$ cat config.mk
export PLATFORM = sky130hd
export DESIGN_NAME = instruction_fetch_unit
export DESIGN_NICKNAME = d
export VERILOG_FILES = /design/src/rtl/fetch_pkg.sv /design/src/rtl/pc_counter.sv /design/src/rtl/instruction_fetch_unit.sv
export SDC_FILE = /design/constraint.sdc
export NUM_CORES = 1
export LEC_CHECK = 0
export CAP_MARGIN = 20
export CORE_UTILIZATION = 45
export CTS_CLUSTER_SIZE = 16
export DETAILED_ROUTE_END_ITERATION = 8
export GPL_TIMING_DRIVEN = 1
export PLACE_DENSITY = 0.78
export SLEW_MARGIN = 20
export SYNTH_ARGS = -nofsm -noshare
export SYNTH_HDL_FRONTEND = slang
export SYNTH_SLANG_ARGS = --single-unit
export TNS_END_PERCENT = 100
$ cat constraint.sdc
create_clock -name clk -period 1.7 [get_ports clk]
set_clock_uncertainty 0.2 [all_clocks]
set_input_delay 0.425 -clock clk [delete_from_list [all_inputs] [get_ports clk]]
set_output_delay 0.425 -clock clk [all_outputs]
set_load 0.005 [all_outputs]
$ cat src/rtl/fetch_pkg.sv
// Shared definitions for the instruction fetch path: widths, fetch states and the
// default table of opcodes that carry an immediate byte.
package fetch_pkg;

    localparam int unsigned OPCODE_W = 4;
    localparam int unsigned INSTR_W  = 8;

    // Bit i set: opcode i is followed by an 8-bit immediate (opcodes 3 and 10).
    localparam logic [15:0] DEFAULT_TWO_BYTE_MASK = 16'h0408;

    typedef enum logic {
        S_OP,
        S_IMM
    } fetch_state_e;

    function automatic logic has_immediate(input logic [15:0]         mask,
                                           input logic [OPCODE_W-1:0] op);
        return mask[op];
    endfunction

endpackage

$ cat src/rtl/pc_counter.sv
// Program counter: load on redirect, otherwise optional increment, wrapping modulo 2^ADDR_W.
module pc_counter #(
    parameter int unsigned ADDR_W   = 5,
    parameter int unsigned RESET_PC = 0
) (
    input  logic              clk,
    input  logic              reset,
    input  logic              load,
    input  logic [ADDR_W-1:0] load_value,
    input  logic              inc,
    output logic [ADDR_W-1:0] pc
);

    always_ff @(posedge clk or posedge reset) begin
        if (reset) begin
            pc <= ADDR_W'(RESET_PC);
        end else if (load) begin
            pc <= load_value;
        end else if (inc) begin
            pc <= pc + ADDR_W'(1);
        end
    end

endmodule

$ cat src/rtl/instruction_fetch_unit.sv
// Fetches bytes from a combinational instruction memory, assembles one- or two-byte
// instructions and presents them to the consumer over a valid/ready handshake.
module instruction_fetch_unit
    import fetch_pkg::*;
#(
    parameter int unsigned ADDR_W        = 5,
    parameter int unsigned RESET_PC      = 0,
    parameter logic [15:0] TWO_BYTE_MASK = DEFAULT_TWO_BYTE_MASK
) (
    input  logic                clk,
    input  logic                reset,
    output logic [ADDR_W-1:0]   address,
    input  logic [INSTR_W-1:0]  data,
    input  logic                halt,
    input  logic                jump_en,
    input  logic [ADDR_W-1:0]   jump_target,
    output logic                instr_valid,
    input  logic                instr_ready,
    output logic [OPCODE_W-1:0] opcode,
    output logic [3:0]          operand,
    output logic [7:0]          imm,
    output logic                has_imm,
    output logic [ADDR_W-1:0]   instr_pc
);

    fetch_state_e      state;
    logic [ADDR_W-1:0] pc;
    logic              slot_free;
    logic              fetch_op;
    logic              fetch_imm;
    logic [OPCODE_W-1:0] data_op;

    assign data_op   = data[INSTR_W-1:INSTR_W-OPCODE_W];
    assign slot_free = !instr_valid || instr_ready;
    assign fetch_op  = (state == S_OP) && !halt && slot_free;
    assign fetch_imm = (state == S_IMM) && !halt;
    assign address   = pc;

    // Load takes priority inside the counter, so a jump overrides any increment.
    pc_counter #(
        .ADDR_W   (ADDR_W),
        .RESET_PC (RESET_PC)
    ) u_pc_counter (
        .clk        (clk),
        .reset      (reset),
        .load       (jump_en),
        .load_value (jump_target),
        .inc        (fetch_op || fetch_imm),
        .pc         (pc)
    );

    always_ff @(posedge clk or posedge reset) begin
        if (reset) begin
            state       <= S_OP;
            instr_valid <= 1'b0;
            opcode      <= '0;
            operand     <= '0;
            imm         <= '0;
            has_imm     <= 1'b0;
            instr_pc    <= '0;
        end else if (jump_en) begin
            // Discards any half-built instruction; a same-cycle handshake still completes.
            state       <= S_OP;
            instr_valid <= 1'b0;
        end else begin
            case (state)
                S_OP: begin
                    if (fetch_op) begin
                        opcode   <= data_op;
                        operand  <= data[3:0];
                        instr_pc <= pc;
                        if (has_immediate(TWO_BYTE_MASK, data_op)) begin
                            state       <= S_IMM;
                            instr_valid <= 1'b0;
                        end else begin
                            has_imm     <= 1'b0;
                            imm         <= '0;
                            instr_valid <= 1'b1;
                        end
                    end else if (instr_valid && instr_ready) begin
                        instr_valid <= 1'b0;
                    end
                end
                S_IMM: begin
                    if (fetch_imm) begin
                        imm         <= data;
                        has_imm     <= 1'b1;
                        instr_valid <= 1'b1;
                        state       <= S_OP;
                    end
                end
                default: state <= S_OP;
            endcase
        end
    end

endmodule

==> results of run 1 <==
==> cell usage after synthesis <==
cell type	number	share of area
nand3_1	2	0.0070
o32ai_2	1	0.011
xnor2_1	1	0.0061
nand2_2	1	0.0044
nor3_4	1	0.011
nand2_1	8	0.021
o211ai_2	1	0.0088
mux2_4	9	0.095
o21ai_0	9	0.032
dfrtp_1	29	0.51
buf_6	2	0.016
a32o_1	8	0.056
nor2b_1	2	0.0088
buf_2	2	0.0070
nand2b_1	7	0.031
nor3b_2	1	0.0088
or4_1	1	0.0053
mux2_2	4	0.032
a221o_1	2	0.014
a31oi_1	2	0.0088
clkbuf_1	1	0.0026
nor2_1	2	0.0053
nand4b_1	1	0.0061
or3_1	1	0.0044
or2_2	1	0.0044
buf_4	1	0.0053
inv_1	3	0.0079
o211ai_1	1	0.0053
o311ai_1	1	0.0061
nor4b_1	1	0.0061
ha_1	1	0.0088
or2b_1	1	0.0053
a22o_1	4	0.025
a21o_1	1	0.0053
nor4_1	1	0.0044
o311ai_0	1	0.0061
==> through the flow <==
step | utilization | cell area, sq um | total power [mW] | hold slack, ns | setup WS [ns]
5_1_grt | 0.743 | 2250 | 1.87 | 0.253 | -0.0102
3_5_place_dp | 0.682 | 2070 | 1.36 | 0.293 | -0.413
3_3_place_gp | 0.682 | 2070 | 1.34 | 0.293 | -0.380
6_report | 0.743 | 2250 | 1.78 | 0.236 | 0.00527
4_1_cts | 0.740 | 2240 | 1.79 | 0.237 | 0.0110
2_1_floorplan | - | 1430 | 1.05 | 0.303 | 0.0736
==> power by group through the flow <==
stage	logic, mW	registers (mW)	clock network, mW
4_1_cts	0.534	0.822	0.435
3_5_place_dp	0.504	0.853	0
5_1_grt	0.574	0.833	0.468
3_3_place_gp	0.493	0.849	0
6_report	0.533	0.824	0.422
2_1_floorplan	0.199	0.852	0
==> what timing repair did <==
action,CTS,global route
resized for setup,34,1
endpoints found under the setup margin,40,3
buffers inserted,19,0
hold buffers,0,0
==> final cells by class <==
type	instances	area, sq um
Timing Repair Buffer	86	737
Sequential cell	29	727
Inverter	3	11.3
Fill cell	240	779
Tap cell	44	55.1
Clock buffer	7	55.1
Multi-Input combinational cell	77	663
==> metal layers <==
layer | wire length [um] | vias to the layer above
met5 | 0 | -
met4 | 32 | 0
met3 | 215 | 4
met2 | 1900 | 46
met1 | 1550 | 635
li1 | - | 604
==> critical path, cell delays in order <==
cell	delay [ns]
clkdlybuf4s50_1	0.41
or2b_1	0.28
nand2_2	0.10
buf_4	0.16
mux2_2	0.33
==> kinds of logic after synthesis <==
logic type	count (synthesis)
DFF	29
xor gates and xnor gates	1
buffers and inverters	9
and+or+nand+nor	31
adders and majority gates	1
AOI/OAI and AO/OA	31
muxes	13
==> how the worst max path moves through the flow <==
stage | startpoint | to | slack [ns]
6_report | instr_ready | operand[1] | 0.005
5_1_grt | instr_ready | operand[1] | -0.01
4_1_cts | instr_ready | operand[1] | 0.01
3_5_place_dp | jump_en | imm[1] | -0.41
3_3_place_gp | jump_en | imm[5] | -0.38
2_1_floorplan | jump_en | instr_pc[0] | 0.07
==> registers in the layout, summed over array words and instances, names as in the netlist <==
| signal | cells |
|---|---|
| u_pc_counter.pc | 5 |
| imm | 8 |
| instr_pc | 5 |
| state | 1 |
| operand | 4 |
| instr_valid | 1 |
| has_imm | 1 |
| opcode | 4 |
==> results.json, run 1 <==
{
  "rsz0062_at_grt": "yes",
  "start_kind": "primary input",
  "path_max_fanout": 5,
  "ant_nets": 0,
  "path_clk_slew_ns": 0.09,
  "grt_pass1_wl_um": 6040,
  "grt.total_usage": 0.242,
  "min_path_type": "primary input to async pin",
  "synth_top_family_by_area": "compound AO/OA/AOI/OAI gates",
  "synth-compound-area-share": 0.178,
  "clock_path_buffers": 2,
  "wirelength_um": 3700,
  "r2r_end": "operand[1]",
  "worstSkewPairLatency_ns": 0.32,
  "synth.area.mux_share": 0.126,
  "tns_ns": 0,
  "drive_above_1_share": 0.337,
  "p_sw_frac": 0.263,
  "p_seq_frac": 0.463,
  "grt_start_max_net_pins": 30,
  "vias": 1289,
  "use_met1": 0.275,
  "syn-mean-instance-area_sq_um": 12.4,
  "dr.first_iter.drc_count": 46,
  "r2r_cells": 5,
  "syn-num-nets": 134,
  "cts-root-buf": "clkbuf_4",
  "io_pins": 46,
  "cp.required_ns": 1.72,
  "die_h_um": 58.3,
  "start_util": 0.471,
  "period_share": 0.997,
  "ys_ff_latch": 29,
  "dr.pass1.iters": 4,
  "final_cell_mix": "buf_4, dlygate4sd2_1, dfrtp_1",
  "synth-simple-area-share": 0.133,
  "r2r_setup_slack_ns": 0.08,
  "first_global_vias": 1348,
  "dp.cells": 220,
  "clkPwrFrac": 0.237,
  "gp_congestion": 0.805,
  "vias_per_cell": 5.24,
  "nets": 221,
  "p_switching_mw": 0.469,
  "yosysSeqAreaShare": 0.509,
  "gr-usage-met2": 0.438,
  "hold_viol": 0,
  "clock-sinks": 29,
  "rows": 20,
  "cts_made_buffers": 5,
  "syn_to_final_growth_pct": 57.6,
  "power.density_nw_per_um2": 791,
  "met3_usage": 0.0769,
  "wire_per_inst_um": 15.0,
  "cellLeakagePower_nw": 1.10,
  "drv_slew": 0,
  "die_area_sq_um": 3400,
  "comb_power_share": 0.299,
  "arrival_ns": 1.71,
  "yosysUniqueCellTypes": 36,
  "remaining_drc_errors": 0,
  "status": "complete, no violations",
  "dp_hpwl_um": 2580,
  "antenna_found_initial": 0,
  "numPortBuffers": 45,
  "die_w_um": 58.3,
  "grt.busiest_layer": "met2",
  "synth-xor-area-share": 0.00614,
  "slew_headroom": 0.771,
  "final_common_cell": "buf_4",
  "core_sq_um": 3030,
  "setup_viol": 0,
  "intPower_mw": 1.31,
  "netlist_instances": 115,
  "synthAdderAreaFrac": 0.00877,
  "worstReg2RegStart": "instr_valid",
  "cts_tree": "built",
  "path_class": "primary input to flip-flop",
  "final_cells": 246,
  "cp-end-kind": "flip-flop",
  "synth-warning-count": 0,
  "n_antenna_cell": 0,
  "grt_overflow_total": 0,
  "irDropWorstVdd_mv": 0.467,
  "htree_levels": 2,
  "tightestPinTransition_ns": 0.341,
  "finalCriticalPeriod_ns": 1.69,
  "syn_area_sq_um": 1430,
  "fmax_mhz": 590,
  "maxCapViolCount": 0
}
Power figures use the tool's default switching activity.
==> inputs of run 2 (changes only) <==
--- a/config.mk
+++ b/config.mk
@@ -5,6 +5,7 @@
 export SDC_FILE = /design/constraint.sdc
 export NUM_CORES = 1
 export LEC_CHECK = 0
+export ABC_CLOCK_PERIOD_IN_PS = 1700
 export CAP_MARGIN = 20
 export CORE_UTILIZATION = 45
 export CTS_CLUSTER_SIZE = 16
==> results of run 2 <==
Final layout, timing and power as in run 1 (identical DEF).
